### config.mk
export PLATFORM = sky130hd
export DESIGN_NAME = grid_cursor_rpt_flat
export DESIGN_NICKNAME = d
export VERILOG_FILES = /design/src/rtl/grid_cursor_rpt_if.sv /design/src/rtl/grid_cursor_rpt.sv /design/src/flat_wrapper.sv
export SDC_FILE = /design/constraint.sdc
export NUM_CORES = 1
export LEC_CHECK = 0
export ABC_AREA = 0
export ABC_CLOCK_PERIOD_IN_PS = 2700
export CORE_AREA = 8 8 68 85
export DETAILED_ROUTE_END_ITERATION = 10
export DIE_AREA = 0 0 76 93
export PLACE_DENSITY = 0.66
export SLEW_MARGIN = 40
export SYNTH_ARGS = -nofsm -noshare
export SYNTH_HDL_FRONTEND = slang
export SYNTH_SLANG_ARGS = --single-unit
### constraint.sdc
create_clock -name clock -period 2.7 [get_ports clock]
set_input_delay 0.405 -clock clock [delete_from_list [all_inputs] [get_ports clock]]
set_output_delay 0.405 -clock clock [all_outputs]
set_load 0.03 [all_outputs]
### src/rtl/grid_cursor_rpt_if.sv
// Key/limit inputs and cursor outputs of grid_cursor_rpt, bundled for port connection.
// Signal names match the legacy flat ports so existing board logic maps one-to-one.
interface grid_cursor_rpt_if #(
  parameter int COORD_W = 4
);
  logic [COORD_W-1:0] gridWidth;
  logic [COORD_W-1:0] gridHeight;
  logic [3:0]         KEY;
  logic               wrapMode;
  logic [COORD_W-1:0] cursorX;
  logic [COORD_W-1:0] cursorY;
  logic               moved;

  modport master (
    output gridWidth, gridHeight, KEY, wrapMode,
    input  cursorX, cursorY, moved
  );

  modport slave (
    input  gridWidth, gridHeight, KEY, wrapMode,
    output cursorX, cursorY, moved
  );
endinterface

### src/rtl/grid_cursor_rpt.sv
// Grid cursor with per-axis press detection, hold-to-repeat, clamp/wrap edges and move strobe.
// Wrap support is compiled in only when GRID_CURSOR_WRAP_EN is defined; otherwise every edge clamps.
module grid_cursor_rpt #(
  parameter int COORD_W       = 4,
  parameter int REPEAT_DELAY  = 8,
  parameter int REPEAT_PERIOD = 4
) (
  input  logic              clock,
  input  logic              resetn,
  grid_cursor_rpt_if.slave  bus
);

  localparam int CNT_MAX = (REPEAT_DELAY > REPEAT_PERIOD) ? REPEAT_DELAY : REPEAT_PERIOD;
  localparam int CNT_W   = $clog2(CNT_MAX + 1);

  typedef enum logic [1:0] {S_IDLE, S_DELAY, S_REPEAT} state_t;
  typedef enum logic [1:0] {D_NONE = 2'b00, D_PLUS = 2'b01, D_MINUS = 2'b10} dir_t;

  // Index 0 is the X axis, index 1 the Y axis.
  state_t             state_q [2];
  state_t             state_d [2];
  dir_t               dir_q   [2];
  dir_t               dir_now [2];
  logic [CNT_W-1:0]   cnt_q   [2];
  logic [CNT_W-1:0]   cnt_d   [2];
  logic [COORD_W-1:0] pos_q   [2];
  logic [COORD_W-1:0] pos_d   [2];
  logic [COORD_W-1:0] lim     [2];
  logic               step    [2];
  logic               moved_q;
  logic               moved_d;
  logic               wrap;

`ifdef GRID_CURSOR_WRAP_EN
  assign wrap = bus.wrapMode;
`else
  logic unused_wrap;
  assign unused_wrap = bus.wrapMode;
  assign wrap        = 1'b0;
`endif

  function automatic dir_t decode(input logic plus, input logic minus);
    if (plus && !minus)      return D_PLUS;
    else if (minus && !plus) return D_MINUS;
    else                     return D_NONE;
  endfunction

  function automatic logic [COORD_W-1:0] move(input logic [COORD_W-1:0] p,
                                              input logic [COORD_W-1:0] l,
                                              input dir_t d, input logic w);
    logic [COORD_W-1:0] r;
    r = p;
    if (d == D_PLUS) begin
      if (p >= l) r = w ? '0 : p;
      else        r = p + 1'b1;
    end else if (d == D_MINUS) begin
      if (p == '0) r = w ? l : p;
      else         r = p - 1'b1;
    end
    return r;
  endfunction

  assign lim[0]     = bus.gridWidth;
  assign lim[1]     = bus.gridHeight;
  assign dir_now[0] = decode(bus.KEY[0], bus.KEY[3]);
  assign dir_now[1] = decode(bus.KEY[2], bus.KEY[1]);

  always_comb begin
    for (int unsigned a = 0; a < 2; a++) begin
      state_d[a] = state_q[a];
      cnt_d[a]   = cnt_q[a];
      step[a]    = 1'b0;
      if (dir_now[a] == D_NONE) begin
        state_d[a] = S_IDLE;
        cnt_d[a]   = '0;
      end else if (state_q[a] == S_IDLE || dir_now[a] != dir_q[a]) begin
        step[a]    = 1'b1;
        state_d[a] = S_DELAY;
        cnt_d[a]   = CNT_W'(REPEAT_DELAY - 1);
      end else if (cnt_q[a] == '0) begin
        step[a]    = 1'b1;
        state_d[a] = S_REPEAT;
        cnt_d[a]   = CNT_W'(REPEAT_PERIOD - 1);
      end else begin
        cnt_d[a]   = cnt_q[a] - 1'b1;
      end
      // A coordinate beyond a freshly shrunk limit snaps to it, overriding any step.
      if (pos_q[a] > lim[a])  pos_d[a] = lim[a];
      else if (step[a])       pos_d[a] = move(pos_q[a], lim[a], dir_now[a], wrap);
      else                    pos_d[a] = pos_q[a];
    end
    moved_d = (pos_d[0] != pos_q[0]) || (pos_d[1] != pos_q[1]);
  end

  always_ff @(posedge clock or negedge resetn) begin
    if (!resetn) begin
      for (int unsigned a = 0; a < 2; a++) begin
        state_q[a] <= S_IDLE;
        dir_q[a]   <= D_NONE;
        cnt_q[a]   <= '0;
        pos_q[a]   <= '0;
      end
      moved_q <= 1'b0;
    end else begin
      for (int unsigned a = 0; a < 2; a++) begin
        state_q[a] <= state_d[a];
        dir_q[a]   <= dir_now[a];
        cnt_q[a]   <= cnt_d[a];
        pos_q[a]   <= pos_d[a];
      end
      moved_q <= moved_d;
    end
  end

  assign bus.cursorX = pos_q[0];
  assign bus.cursorY = pos_q[1];
  assign bus.moved   = moved_q;

endmodule

### src/flat_wrapper.sv
// flat-port wrapper written by rule: the top's interface ports become plain ports
module grid_cursor_rpt_flat 
#(
  parameter int COORD_W       = 4,
  parameter int REPEAT_DELAY  = 8,
  parameter int REPEAT_PERIOD = 4
)
  (clock, resetn, bus_gridWidth, bus_gridHeight, bus_KEY, bus_wrapMode, bus_cursorX, bus_cursorY, bus_moved);
  grid_cursor_rpt_if #(.COORD_W(COORD_W)) bus_i ();
  input  logic clock;
  input  logic resetn;
  input wire logic [$bits(bus_i.gridWidth)-1:0] bus_gridWidth;
  input wire logic [$bits(bus_i.gridHeight)-1:0] bus_gridHeight;
  input wire logic [$bits(bus_i.KEY)-1:0] bus_KEY;
  input wire logic [$bits(bus_i.wrapMode)-1:0] bus_wrapMode;
  output wire logic [$bits(bus_i.cursorX)-1:0] bus_cursorX;
  output wire logic [$bits(bus_i.cursorY)-1:0] bus_cursorY;
  output wire logic [$bits(bus_i.moved)-1:0] bus_moved;
  assign bus_i.gridWidth = bus_gridWidth;
  assign bus_i.gridHeight = bus_gridHeight;
  assign bus_i.KEY = bus_KEY;
  assign bus_i.wrapMode = bus_wrapMode;
  assign bus_cursorX = bus_i.cursorX;
  assign bus_cursorY = bus_i.cursorY;
  assign bus_moved = bus_i.moved;
  grid_cursor_rpt #(.COORD_W(COORD_W), .REPEAT_DELAY(REPEAT_DELAY), .REPEAT_PERIOD(REPEAT_PERIOD)) u_core (.clock(clock), .resetn(resetn), .bus(bus_i));
endmodule
==> results.md <==
Worst setup path:
- The category of the worst setup path capture point is a register.
- The worst setup path category is reg -> reg.
- The required time at the endpoint of the critical path is 2.90 ns.
- The family with the most delay on the worst path is compound AO/OA/AOI/OAI gates.
- The arrival time at the worst endpoint is 2.62 ns.
- The startpoint of the worst setup timing path is u_core.bus.cursorX[0].
- The critical path goes through inv_1 -> ha_1 -> nand2b_1 -> a2111oi_0 -> o21ai_0 -> xnor2_1 -> a21oi_1.
- The largest stage delay on the critical path is 0.56 ns.
- The reg-to-reg critical path startpoint is u_core.bus.cursorX[0].
- The slowest stage of the critical path belongs to the cell sky130_fd_sc_hd__a2111oi_0.
- The largest fanout of any net on the critical path is 5.
- The sort of element at the start of the critical path is a register.
- The critical path buffer and inverter count is 1.

Detailed routing:
- Detailed routing inserted a total of between 1500 and 2000 vias.
- The detail route stage leaves a number of antenna-violating nets equal to 0.
- The routed wirelength normalized by instance count is roughly 14 µm.
- The first detailed-routing pass took 4 iterations.
- The final routed DRC violation total is 0.
- The final wirelength is between 4 and 5 mm.
- After the first detailed-routing iteration, the DRC count stood at 30.
- The number of vias per cell is 5.48.

Logic synthesis:
- The number of synthesized flops with an enable pin is 0.
- Yosys attributes the largest share of cell area to sky130_fd_sc_hd__dfrtp_1 32%, sky130_fd_sc_hd__ha_1 13%, sky130_fd_sc_hd__inv_1 5.0%.
- The synthesized flop and latch total is 25.
- The cell count after synthesis came out at 214.
- The most repeated cell in the gate-level netlist after synthesis is sky130_fd_sc_hd__inv_1.
- The area of the mapped netlist is 1960 µm².
- In the synthesized netlist, the cells that appear most often are 26 x sky130_fd_sc_hd__inv_1, 25 x sky130_fd_sc_hd__dfrtp_1, 20 x sky130_fd_sc_hd__ha_1.
- The number of different library cells used by synthesis comes to 54.
- The fraction of registers with async set/reset is 1.00.
- The post-synthesis area per instance is 9.14 µm².
- The net count after synthesis is around 250.
- Summed over all instances, the cell type with the most area after synthesis is sky130_fd_sc_hd__dfrtp_1.
- The share of synthesized area in the top cell type comes to 0.320.
- The most used flip-flop cell after synthesis is sky130_fd_sc_hd__dfrtp_1.
- The yosys synthesis warning count is 0.
- The share of synthesized area occupied by flip-flops and latches is 0.320.

Timing:
- The total negative slack for setup checks is 0 ns.
- Static timing analysis puts the maximum clock frequency at 412 MHz.
- The total count of max-transition violations in the final report is 0.
- The worst-margin pin slew is 0.566 ns.
- Setup repair after global routing left no endpoint under its margin.
- The final number of hold-violating endpoints was 0.
- Final hold analysis gives a worst-case slack of between 0.4 and 0.5 ns.
- The worst clock skew is 0.00600 ns.
- The tightest slew margin relative to the limit is 0.613.
- The minimum clock period after layout is ~2.4 ns.
- Dividing the final minimum period by the clock period gives 0.898.
- Setup violations remaining at the end of the flow were counted as 0.

Job:
- The max-capacitance violation count is 0.

Placement:
- The placer's final routability congestion estimate is ~0.85.
- The detailed-placement wirelength estimate is 3.34 mm.
- In this run the tool buffered the top-level ports with 22 buffer cells.
- The total instance count after detailed placement is 304.

Global route:
- The via count of the first global-routing pass is 1687.
- Entering global routing, the biggest net connects 26 pins.
- The combined global-route utilization of all metal layers is 0.123.
- The number of antenna violations at the first check in global routing is 0.
- The global-route wire length before repair is between 7 and 8 mm.
- Summed over all layers, the global routing overflow is 0.

Layout:
- At the end of the flow, the number of nets in the layout was 284.
- Relative to the synthesized area, the layout overhead comes to 20.8%.
- The number of antenna cells inserted is 0.
- The finished layout holds 308 standard cells, fillers aside.
- For this run, the share of the core covered by cells in the final layout is 0.523.
- The layout cell share with drive strength beyond 1 is 0.0927.

Clock network:
- Clock-pin slew was measured on the worst setup and hold paths at 0.09 ns.
- In this run, CTS created clock tree buffers numbering 3.
- The clock tree from TritonCTS is built.
- The count of instances resized after the clock tree is built is 0.
- In this run, post-CTS hold repair placed 0 buffers.
- The cell at the root of the clock tree is sky130_fd_sc_hd__clkbuf_8.
- The buffer depth of the longest clock path is 2.
- The clock reaches the later pin of the worst-skew pair after 0.27 ns.
- The number of buffers inserted by post-CTS setup repair is 0.
- The number of clock sinks is 25.
- The H-tree depth reported by CTS is 1.

Power:
- Summed over all cells, the static leakage comes to 1.08 nW.
- The worst-case vdd ir drop is ~530 µV.
- The overall power of the completed layout is 2.11 mW.
- The power density relative to cell area is 893 nW/µm².

Floorplan:
- In this run the horizontal extent of the chip is 76 µm.
- In this run the count of I/O pins placed on the die edge is 24.
- The die height is 93 µm.
- For this configuration, the core starts out at a cell density of 0.433.
- The area of the core is 4520 µm².
- The row count is 28.
- The die footprint is a little over 7000 µm².

Worst hold path:
- The min-delay analysis places its worst path in the category in -> async.

Outcome:
- The flow ran to the end, and the final reports show no timing, DRC or antenna violations.
path summary, 6_finish.rpt:
check	cells past startpoint	endpoint	slack, ns
worst max-delay path	7	u_core.bus.cursorX[0]	0.27
worst max register to register	7	u_core.bus.cursorX[0]	0.27
max in group asynchronous	2	u_core.bus.cursorY[3]	1.95
worst min register to register	1	u_core.cnt_q[0]	0.50
worst min-delay path	2	u_core.dir_q[2]	0.49
min in group clock	1	u_core.cnt_q[0]	0.50
metal layers:
| metal | routed length, µm | up-vias | global-route usage |
|---|---|---|---|
| li1 | - | 854 | - |
| met4 | 48 | 0 | 0.0525 |
| met1 | 1950 | 806 | 0.144 |
| met2 | 2180 | 23 | 0.217 |
| met5 | 0 | - | 0 |
| met3 | 97 | 4 | 0.0182 |
power breakdown:
| part | switching, mW | leakage [nW] | internal [mW] |
|---|---|---|---|
| Clock | 0.124 | 0.0217 | 0.105 |
| Combinational | 0.695 | 0.751 | 0.579 |
| Sequential | 0.142 | 0.304 | 0.468 |
| Total | 0.960 | 1.08 | 1.15 |
registers in the layout (all words and copies together), names as in the netlist:
| register | cells |
|---|---|
| u_core.state_q | 4 |
| u_core.cnt_q | 8 |
| u_core.dir_q | 4 |
| u_core.bus.moved | 1 |
| u_core.bus.cursorX | 4 |
| u_core.bus.cursorY | 4 |
cells by family (layout without fill, tap and decap cells):
family,count (synthesis),in the layout,share of synthesized area
AND/OR/NAND/NOR,68,68,0.203
AO/OA/AOI/OAI,54,54,0.207
buffers and inverters,30,64,0.0639
multiplexers,3,3,0.0160
flip-flops,25,25,0.320
XOR/XNOR,14,14,0.0627
adder cells (fa/ha/maj),20,20,0.128
worst reg2reg max path, cell delays in order, from the launching register on:
cell and delay (ns):
sky130_fd_sc_hd__dfrtp_1 0.49, sky130_fd_sc_hd__inv_1 0.15, sky130_fd_sc_hd__ha_1 0.35, sky130_fd_sc_hd__nand2b_1 0.18, sky130_fd_sc_hd__a2111oi_0 0.56, sky130_fd_sc_hd__o21ai_0 0.30
sky130_fd_sc_hd__xnor2_1 0.18, sky130_fd_sc_hd__a21oi_1 0.15
cells in the final DEF, fill, tap and decap left out, types with 3 or more instances in the layout:
master | synthesis | routed
sky130_fd_sc_hd__a211o_1 | 3 | 3
sky130_fd_sc_hd__a211oi_1 | 3 | 3
sky130_fd_sc_hd__a21oi_1 | 15 | 15
sky130_fd_sc_hd__a31oi_1 | 4 | 4
sky130_fd_sc_hd__and3_1 | 5 | 5
sky130_fd_sc_hd__buf_4 | 0 | 12
sky130_fd_sc_hd__clkbuf_8 | 1 | 3
sky130_fd_sc_hd__clkdlybuf4s50_1 | 0 | 22
sky130_fd_sc_hd__dfrtp_1 | 25 | 25
sky130_fd_sc_hd__ha_1 | 20 | 20
sky130_fd_sc_hd__inv_1 | 26 | 26
sky130_fd_sc_hd__nand2_1 | 6 | 6
sky130_fd_sc_hd__nand2b_1 | 6 | 6
sky130_fd_sc_hd__nand3_1 | 3 | 3
sky130_fd_sc_hd__nand4_1 | 4 | 4
sky130_fd_sc_hd__nor2_1 | 10 | 10
sky130_fd_sc_hd__nor3_1 | 9 | 9
sky130_fd_sc_hd__nor4_1 | 5 | 5
sky130_fd_sc_hd__o21ai_0 | 7 | 7
sky130_fd_sc_hd__or3_1 | 5 | 5
sky130_fd_sc_hd__xnor2_1 | 4 | 4
sky130_fd_sc_hd__xor2_1 | 10 | 10
per-stage QoR:
stage	instance area, µm²	setup slack [ns]
global route	2360	0.0752
global placement	2310	0.112
CTS	2360	0.306
floorplan	1960	0.422
finish	2360	0.275
detailed placement	2310	0.0128
cell type report:
cell class | instances | area, µm²
repair buffers | 34 | 310
well taps | 60 | 75.1
inverters | 26 | 97.6
flip-flops and latches | 25 | 626
fillers | 422 | 2160
clock buffers | 3 | 41.3
multi-input cells | 159 | 1210
clock inverters | 1 | 7.51
No activity file was read; power rests on OpenSTA's default activity.
